[src/rtl/alu_pkg.sv]
// Shared encodings for the shared-ALU request controller.
// Op codes, FSM states and default widths live here.
package alu_pkg;

    localparam int DATA_W_DEF = 16;
    localparam int OP_W_DEF   = 3;

    localparam logic [2:0] OP_ADD = 3'b000;
    localparam logic [2:0] OP_MUL = 3'b001;
    localparam logic [2:0] OP_AND = 3'b010;
    localparam logic [2:0] OP_OR  = 3'b011;
    localparam logic [2:0] OP_SLL = 3'b100;
    localparam logic [2:0] OP_SRL = 3'b101;

    typedef enum logic [1:0] {
        ST_IDLE = 2'd0,
        ST_EXEC = 2'd1,
        ST_RESP = 2'd2
    } state_e;

endpackage

[src/rtl/rr_arb2.sv]
// Two-way round-robin arbiter.
// The priority pointer moves to the loser after every accepted grant.
module rr_arb2 (
    input  logic       clk,
    input  logic       rst,
    input  logic [1:0] req_i,
    input  logic       adv_i,
    output logic [1:0] gnt_o
);

    logic ptr_q;
    logic ptr_d;

    // Grant: a lone request wins; a tie goes to the pointed requester
    always_comb begin
        gnt_o = req_i;
        if (req_i == 2'b11) begin
            gnt_o = ptr_q ? 2'b10 : 2'b01;
        end
    end

    // Next pointer: favour the requester that was not just served
    always_comb begin
        ptr_d = ptr_q;
        if (adv_i) begin
            ptr_d = gnt_o[0];
        end
    end

    // Pointer register
    always_ff @(posedge clk or posedge rst) begin
        if (rst) begin
            ptr_q <= 1'b0;
        end else begin
            ptr_q <= ptr_d;
        end
    end

endmodule

[src/rtl/alu_share_ctrl.sv]
// Shares one combinational ALU between two requesters.
// One operation at a time: accept, execute, hold the response.
module alu_share_ctrl
    import alu_pkg::*;
#(
    parameter int DATA_W = DATA_W_DEF,
    parameter int OP_W   = OP_W_DEF
) (
    input  logic                clk,
    input  logic                rst,
    input  logic                req0_valid,
    output logic                req0_ready,
    input  logic [OP_W-1:0]     req0_op,
    input  logic [DATA_W-1:0]   req0_a,
    input  logic [DATA_W-1:0]   req0_b,
    input  logic                req1_valid,
    output logic                req1_ready,
    input  logic [OP_W-1:0]     req1_op,
    input  logic [DATA_W-1:0]   req1_a,
    input  logic [DATA_W-1:0]   req1_b,
    output logic                rsp0_valid,
    output logic                rsp1_valid,
    input  logic                rsp_ready,
    output logic [2*DATA_W-1:0] rsp_data,
    output logic                rsp_err,
    output logic [DATA_W-1:0]   alu_in1,
    output logic [DATA_W-1:0]   alu_in2,
    output logic [OP_W-1:0]     alu_con_sig,
    input  logic [2*DATA_W-1:0] alu_out
);

    state_e              state_q, state_d;
    logic [OP_W-1:0]     op_q, op_d;
    logic [DATA_W-1:0]   a_q, a_d;
    logic [DATA_W-1:0]   b_q, b_d;
    logic                id_q, id_d;
    logic [2*DATA_W-1:0] data_q, data_d;
    logic                err_q, err_d;

    logic [1:0] gnt;
    logic       idle;
    logic       hs;
    logic       illegal;

    assign idle    = (state_q == ST_IDLE);
    assign hs      = idle && (gnt != 2'b00);
    assign illegal = (op_q > OP_W'(OP_SRL));

    rr_arb2 u_arb (
        .clk   (clk),
        .rst   (rst),
        .req_i ({req1_valid, req0_valid}),
        .adv_i (hs),
        .gnt_o (gnt)
    );

    // Next state: capture request, capture ALU result, wait for consumer
    always_comb begin
        state_d = state_q;
        op_d    = op_q;
        a_d     = a_q;
        b_d     = b_q;
        id_d    = id_q;
        data_d  = data_q;
        err_d   = err_q;
        unique case (state_q)
            ST_IDLE: begin
                if (hs) begin
                    id_d    = gnt[1];
                    op_d    = gnt[1] ? req1_op : req0_op;
                    a_d     = gnt[1] ? req1_a : req0_a;
                    b_d     = gnt[1] ? req1_b : req0_b;
                    state_d = ST_EXEC;
                end
            end
            ST_EXEC: begin
                data_d  = illegal ? '0 : alu_out;
                err_d   = illegal;
                state_d = ST_RESP;
            end
            ST_RESP: begin
                if (rsp_ready) begin
                    state_d = ST_IDLE;
                end
            end
            default: state_d = ST_IDLE;
        endcase
    end

    // State and datapath registers; reset drops any in-flight op
    always_ff @(posedge clk or posedge rst) begin
        if (rst) begin
            state_q <= ST_IDLE;
            op_q    <= '0;
            a_q     <= '0;
            b_q     <= '0;
            id_q    <= 1'b0;
            data_q  <= '0;
            err_q   <= 1'b0;
        end else begin
            state_q <= state_d;
            op_q    <= op_d;
            a_q     <= a_d;
            b_q     <= b_d;
            id_q    <= id_d;
            data_q  <= data_d;
            err_q   <= err_d;
        end
    end

    // Handshake, response and ALU-facing outputs
    always_comb begin
        req0_ready  = idle && gnt[0] && !rst;
        req1_ready  = idle && gnt[1] && !rst;
        rsp0_valid  = (state_q == ST_RESP) && !id_q;
        rsp1_valid  = (state_q == ST_RESP) && id_q;
        rsp_data    = data_q;
        rsp_err     = err_q;
        alu_in1     = '0;
        alu_in2     = '0;
        alu_con_sig = '0;
        if (state_q == ST_EXEC) begin
            alu_in1 = a_q;
            alu_in2 = b_q;
            if (!illegal) begin
                alu_con_sig = op_q;
            end
        end
    end

endmodule

[config.mk]
export PLATFORM = sky130hd
export DESIGN_NAME = alu_share_ctrl
export DESIGN_NICKNAME = d
export VERILOG_FILES = /design/src/rtl/alu_pkg.sv /design/src/rtl/rr_arb2.sv /design/src/rtl/alu_share_ctrl.sv
export SDC_FILE = /design/constraint.sdc
export NUM_CORES = 1
export LEC_CHECK = 0
export BUFFER_PORTS_ARGS = -buffer_cell sky130_fd_sc_hd__buf_2
export CAP_MARGIN = 20
export CORE_AREA = 2 2 95 97
export CTS_CLUSTER_DIAMETER = 200
export DETAILED_ROUTE_END_ITERATION = 8
export DIE_AREA = 0 0 97 99
export GPL_ROUTABILITY_DRIVEN = 0
export PLACE_DENSITY = 0.72
export SETUP_SLACK_MARGIN = 0.2
export SLEW_MARGIN = 20
export SYNTH_ARGS = -nofsm -noshare
export SYNTH_HDL_FRONTEND = slang
export SYNTH_SLANG_ARGS = --single-unit
[constraint.sdc]
create_clock -name clk -period 5.3 [get_ports clk]
set_clock_uncertainty 0.15 [all_clocks]
set_input_delay 0.53 -clock clk [delete_from_list [all_inputs] [get_ports clk]]
set_output_delay 0.53 -clock clk [all_outputs]
set_load 0.03 [all_outputs]
Yosys cells after proc, flatten, opt, wreduce, memory -nomap -nowiden
Index checks and enable logic that the tools add are counted.
{ "totals": {"wordCells": 40, "reg_bits": 72, "input_bits": 107} }
{ "op_classes": {"n_reduce_logical": 13, "magnitude_cmp": 1, "n_eq_ne": 5, "mux": 13} }
{ "op_table": {"columns": ["operator", "n"], "rows": [
  ["two-way mux 16 bit", 4],
  ["two-way mux 32 bit", 1],
  ["two-way mux 3 bit", 3],
  ["two-way mux 2 bit", 4],
  ["logical AND 1 bit", 7],
  ["one-hot mux 2 bit (3 select lines)", 1],
  ["equality test 2 bit, second input constant", 2],
  ["AND reduction 2 bit", 2],
  ["> comparator 3 bit, second input constant", 1],
  ["equality test 2 x 1 -> 1 bit, second input constant", 1],
  ["zero test 1 bit", 2],
  ["zero test 2 bit", 1],
  ["!= test 2 x 1 -> 1 bit, second input constant", 1],
  ["!= test 2 bit, second input constant", 1],
  ["nonzero test 2 bit", 1]
]} }

Longest topological paths before layout
Gate-level depths: netlist (run 1).
{ "logic_depth": {"depth_word": 6, "mapped_depth": 6} }

By module
Synthesis (run 1) repeated with hierarchy kept, for this count alone.
{ "unflattened": {"cells_unflattened": 250, "area_unflattened_um2": 3583.4} }
{ "by_module_without_submodules": {"columns": ["mod", "n_inst", "area_each_um2", "cells_per_inst"], "rows": [
  ["alu_share_ctrl", 1, 3517.1, 244],
  ["rr_arb2", 1, 66.3, 6]
]} }

Worst setup path before layout (run 1)
No wires, ideal clock.
{ "synth_path": {"kind": "input to output", "start": "input rst", "end": "output req0_ready", "t_required_ns": 4.620, "n_path_buf": 0, "path_slack_ns": 1.985, "cell_stages": 2, "arrival_time_ns": 2.635, "path_cell_list": "inv_1 and4_1"} }
{ "synth_between": {"elab_chain_len": 2} }
{ "synth_rtl": {"columns": ["element", "line_no", "rtl"], "rows": [
  ["from (decl)", "alu_share_ctrl.sv:10", "input logic rst,"],
  ["zero test 1 bit (no line)", null, null],
  ["logical AND 1 bit", "alu_share_ctrl.sv:113", "req0_ready = idle && gnt[0] && !rst;"],
  ["to (decl)", "alu_share_ctrl.sv:12", "output logic req0_ready,"]
]} }
Every way passes these cells.

Worst setup path after layout (run 1)
{ "layout_path": {"start": "register state_q[1]", "end": "output alu_con_sig[1]"} }
{ "layout_between": {"elab_chain_len": 2} }
{ "layout_rtl": {"columns": ["element", "line_no", "rtl"], "rows": [
  ["from (decl)", "alu_share_ctrl.sv:32", "state_e state_q, state_d;"],
  ["from (signal assigned)", "alu_share_ctrl.sv:101", "state_q <= state_d;"],
  ["equality test 2 x 1 -> 1 bit", "alu_share_ctrl.sv:122", "if (state_q == ST_EXEC) begin"],
  ["two-way mux 3 bit", "alu_share_ctrl.sv:122", null],
  ["to (decl)", "alu_share_ctrl.sv:28", "output logic [OP_W-1:0] alu_con_sig,"]
]} }
Every way passes these cells.

==> impl_metrics.ini, run 1 <==
[worst_setup_path]
slowest_stage = a21oi_4
path_class = register to output port
cp-endpoint = alu_con_sig[1]
r2r-end = a_q[7]$_DFFE_PP0P_
start_kind = register
arrival_ns = 2.59
path_cells = nand2b_2, a21oi_4, and2_1, buf_2
reg2reg_depth = 3
critPathTopFamily = compound AO/OA/AOI/OAI gates
worst-path-buf-inv = 1
path_depth = 4
cpPeakStageDelay_ns = 0.85
reg2reg_from = state_q[0]$_DFFE_PP0P_
ff2ff_setup_slack_ns = 2.59
critPathRequiredTime_ns = 4.62
path_max_fanout = 36
endpoint_kind = output port
crit_start = state_q[1]$_DFFE_PP0P_

[pwr]
ir_drop_mv = 0.1925
p_leak_nw = 2.241
p_per_area_nw_per_um2 = 633.9

[yosys]
yosysTopAreaCell = dfrtp_1
avgSynthCellArea_um2 = 10.42
synth_top_family_by_area = compound AO/OA/AOI/OAI gates
yosysSeqAreaShare = 0.5085
syn-instance-count = 340
syn_nets = 447
synth-compound-area-share = 0.3016
ys_types = 23
synth_area_um2 = 3543
ys_ff_latch = 72
yosysTopAreaCellShare = 0.5085
muxShareOfSynthArea = 0
synthAdderAreaFrac = 0
synthSimpleGateAreaFrac = 0.1370
ys_warn_count = 0
yosys-top-cells-area = dfrtp_1 (51%), a31oi_2 (10%), a22o_1 (7.9%)
synth_xor_area_frac = 0

[cells_and_area]
final_util = 0.5423
n_antenna_cell = 0
areaGrowthSynthToFinish_pct = 30.86
fin_area_um2 = 4637
fin_nets = 603
drive_gt1_frac = 0.4631

[route]
ant_nets = 0
wire_per_inst_um = 16.31
vias = 3267
drt_iter0_drc = 98
drc = 0
drtPass1Iterations = 4
via_per_inst = 5.365
drt_wl_total_um = 9935

[clock_network]
ctsResizeCount = 0
clockBufferDepth = 2
post_cts_buffers = 0
numCtsBuffers = 9
hold_buffers = 0
clock_sinks = 72
cts_max_level = 3
clockRootBuffer = clkbuf_8
insertion_delay_ns = 0.34
cts_tree = built
clk_pin_slew_worst_paths_ns = 0.08

[sta]
period_share = 0.6165
worst_pin_slew_ns = 1.057
fin_setup_tns_ns = 0
maxSlewHeadroom = 0.2953
min_period_ns = 3.267
rsz0062_at_grt = false
hold_viol_final = 0
finalSetupViolations = 0
holdWs_ns = 0.2042
clock.fmax_mhz = 306.1
drv_slew = 0

[grt]
grt_pass1_vias = 3283
antenna_found_initial = 1
grt-ovfl-total = 0
grt_busiest_layer = met2
grt_util_all_layers = 0.2102
grt_max_degree = 73
grt.met3_usage = 0.04894
grt_pass1_wl_um = 16290
met2_usage = 0.3237
grt_use_met1 = 0.2965

[die]
rows = 34
die_y_um = 99
die_area_um2 = 9603
ios = 179
initial_core_util = 0.4144
core_um2 = 8551
die_w_um = 97

[worst_hold_path]
min_path_type = input pin to register

[flow_run]
cap_viol_max_count = 0

[place]
place_area_um2 = 4431
dp_hpwl_um = 6580
port_buffers = 178

[status]
outcome = finished, final reports clean
power breakdown:
part,total (mW),internal [mW],switching (mW)
Clock,0.440,0.232,0.208
Sequential,0.946,0.806,0.140
Combinational,1.55,0.526,1.03
Total,2.94,1.56,1.38
synth_stat cells, drive strengths merged:
| cell type | n |
|---|---|
| buf | 12 |
| clkbuf | 24 |
| a21oi | 37 |
| nand3 | 36 |
| nand2 | 1 |
| dfrtp | 72 |
| a31oi | 36 |
| or2 | 1 |
| and2 | 37 |
| and2b | 1 |
| nor2b | 1 |
| o21ai | 37 |
| and4 | 1 |
| inv | 3 |
| a22o | 32 |
| nand2b | 3 |
| nor2 | 6 |
worst min path at each step:
stage / startpoint / end / slack (ns) / cells after the start
5_1_grt: rsp_ready / state_q[1]$_DFFE_PP0P_ / 0.19 / 2
2_1_floorplan: u_arb.ptr_q$_DFFE_PP0P_ / u_arb.ptr_q$_DFFE_PP0P_ / 0.34 / 1
4_1_cts: rsp_ready / state_q[1]$_DFFE_PP0P_ / 0.19 / 2
3_3_place_gp: rsp_err$_DFFE_PP0N_ / rsp_err$_DFFE_PP0N_ / 0.33 / 2
3_5_place_dp: rsp_data[10]$_DFFE_PP0N_ / rsp_data[10]$_DFFE_PP0N_ / 0.34 / 1
6_report: rsp_ready / state_q[1]$_DFFE_PP0P_ / 0.20 / 2
placed cells by master (no fill, tap or decap), types with 2 or more instances in the layout:
master | Yosys | routed
buf_2 | 6 | 178
dfrtp_1 | 72 | 72
nand3_1 | 36 | 36
a21oi_1 | 36 | 36
and2_1 | 37 | 36
o21ai_0 | 35 | 35
a22o_1 | 32 | 32
a31oi_2 | 29 | 29
clkbuf_8 | 0 | 10
a31oi_1 | 7 | 7
nor2_1 | 6 | 5
clkinv_4 | 0 | 3
buf_4 | 1 | 3
inv_1 | 3 | 2
nand2b_1 | 3 | 2
clkinv_2 | 0 | 2
o21ai_1 | 2 | 2
cell type report:
cell class	instances	area [um^2]
Inverter	3	12.51
Timing Repair Buffer	181	913.4
Multi-Input combinational cell	229	1568
Clock buffer	10	137.6
Fill cell	780	3914
Clock inverter	6	68.82
Tap cell	108	135.1
Sequential cell	72	1802
through the flow:
step / setup slack [ns] / instances / total power [mW]
finish: 2.033 / 609 / 2.939
global placement: 2.091 / 593 / 2.476
detailed placement: 2.232 / 593 / 2.519
CTS: 1.984 / 609 / 2.969
floorplan: 1.985 / 340 / 2.125
global route: 1.837 / 609 / 3.135
worst register-to-register path: stages, from the launching register on:
cell	delay (ns)
dfrtp_1	0.43
nor2_4	0.77
and2_2	0.99
a31oi_2	0.20
kinds of logic after synthesis:
group,after synthesis
compound gates,142
simple gates,87
flops,72
buf+inv,39
per-layer routing:
| metal | up-vias | part of all wire |
|---|---|---|
| met5 | - | 0.0010 |
| met4 | 2 | 0.012 |
| met3 | 14 | 0.075 |
| met2 | 154 | 0.46 |
| met1 | 1545 | 0.46 |
| li1 | 1552 | - |
state kept, by name, summed over array words and instances, names as in the netlist:
name         cells
b_q             16
u_arb.ptr_q      1
id_q             1
state_q          2
op_q             3
rsp_data        32
a_q             16
rsp_err          1
Note: power is estimated with default switching activity, not from simulation.
==> run 2: changes to the inputs <==
Settings changed: CORE_AREA 2 2 95 97 to 2 2 96 98, DIE_AREA 0 0 97 99 to 0 0 98 100, PLACE_DENSITY 0.72 to 0.73.
Clock period 5.3 ns to 2.7 ns, I/O delays scaled along.
==> impl_metrics.ini, run 2 (synthesized netlist as in run 1, its figures left out) <==
[status]
outcome = finished, final reports clean

[worst_setup_path]
r2r-end = a_q[14]$_DFFE_PP0P_
path_class = register to output port
critPathRequiredTime_ns = 2.28
path_cells = nor2b_4, buf_4, and2_1, buf_2
endpoint_kind = output port
path_max_fanout = 18
arrival_ns = 1.74
slowest_stage = dfrtp_1
cpPeakStageDelay_ns = 0.42
reg2reg_from = state_q[1]$_DFFE_PP0P_
ff2ff_setup_slack_ns = 0.80
reg2reg_depth = 4
start_kind = register

[grt]
grt-ovfl-total = 0
grt_pass1_vias = 3281
grt_util_all_layers = 0.2098
antenna_found_initial = 1
grt_pass1_wl_um = 16390
grt_max_degree = 73

[clock_network]
clockRootBuffer = clkbuf_8
clk_pin_slew_worst_paths_ns = 0.07
cts_max_level = 3
insertion_delay_ns = 0.34
numCtsBuffers = 9
clockBufferDepth = 2
clock_sinks = 72
cts_tree = built

[route]
via_per_inst = 5.250
drc = 0
vias = 3334
drt_wl_total_um = 10300
ant_nets = 0
wire_per_inst_um = 16.22
drtPass1Iterations = 4
drt_iter0_drc = 75

[worst_hold_path]
whs_endpoint = rsp_data[16]$_DFFE_PP0N_
min_from = alu_out[16]
whs_path_depth = 2
min_path_type = input pin to register

[place]
dp.cells = 604
place_area_um2 = 4507
dp_hpwl_um = 7059
port_buffers = 178

[sta]
drv_slew = 0
finalSetupViolations = 0
worst_pin_slew_ns = 0.9291
holdWs_ns = 0.01080
min_period_ns = 2.160
maxSlewHeadroom = 0.3799
clock.fmax_mhz = 463.0
period_share = 0.8000
hold_viol_final = 0
rsz0062_at_grt = false
fin_setup_tns_ns = 0

[cells_and_area]
fill_cells = 828
fin_area_um2 = 4850
layout_commonest_cell = buf_2
largest_register_ff_count = 32
final_cell_mix = buf_2 (178), dfrtp_1 (72), nand3_1 (36), a21oi_1 (36), and2_1 (36)
fin_nets = 626
final_util = 0.5455
areaGrowthSynthToFinish_pct = 36.86
finalNonFillerCells = 635
drive_gt1_frac = 0.4542
n_antenna_cell = 0

[die]
die_area_um2 = 9800
core_um2 = 8890
initial_core_util = 0.3986
rows = 35
ios = 179
die_y_um = 100
die_w_um = 98

[flow_run]
cap_viol_max_count = 0

[pwr]
p_per_area_nw_per_um2 = 1208
p_leak_nw = 2.336
ir_drop_mv = 0.5020
## run 2: how the worst max path moves through the flow
stage,start,to,slack [ns],depth (start not counted)
6_report,state_q[0]$_DFFE_PP0P_,alu_in1[6],0.54,4
5_1_grt,state_q[0]$_DFFE_PP0P_,alu_in1[8],0.40,4
4_1_cts,state_q[0]$_DFFE_PP0P_,alu_in1[6],0.30,4
3_5_place_dp,state_q[0]$_DFFE_PP0P_,alu_in1[6],0.67,4
3_3_place_gp,state_q[0]$_DFFE_PP0P_,alu_in1[8],0.74,4
2_1_floorplan,rst,req0_ready,0.40,2
## run 2: area by class of cell
type / instances / area [um^2] / area share
Clock inverter: 6 / 60.06 / 0.01238
Tap cell: 111 / 138.9 / 0.02864
Timing Repair Buffer: 204 / 1136 / 0.2343
Clock buffer: 10 / 127.6 / 0.02632
Inverter: 3 / 15.01 / 0.003096
Sequential cell: 72 / 1802 / 0.3715
Multi-Input combinational cell: 229 / 1570 / 0.3238
## run 2: repair_timing
action,4_1_cts,5_1_grt
setup buffers,0,0
hold buffers,13,2
resized for setup,0,1
hold endpoints to repair,13,2
endpoints found under the setup margin,0,10
## run 2: worst max-delay path, delay by kind of cell (launching register included)
family | cells | cell delay [ns]
buffers and inverters | 2 | 0.47
DFF | 1 | 0.42
and+or+nand+nor | 2 | 0.51
## run 2: routing by layer
| metal | up-vias | routed length (um) | global-route usage |
|---|---|---|---|
| met4 | 2 | 153 | 0.06090 |
| met2 | 158 | 4804 | 0.3509 |
| met5 | - | 7 | 0 |
| li1 | 1597 | - | - |
| met1 | 1559 | 4501 | 0.2724 |
| met3 | 18 | 836 | 0.05223 |
## run 2: where the power goes
part           total [mW]  switching (mW)  internal, mW
clock network       0.818           0.396         0.422
registers            1.87           0.286          1.58
logic                3.17            2.04          1.13
## run 2: metrics by stage
| step | power (mW) | setup WS (ns) |
|---|---|---|
| after global routing | 6.272 | 0.4009 |
| after floorplan | 4.171 | 0.4035 |
| after detailed placement | 5.053 | 0.6735 |
| final | 5.858 | 0.5399 |
| after global placement | 4.985 | 0.7438 |
| after CTS | 5.906 | 0.2989 |
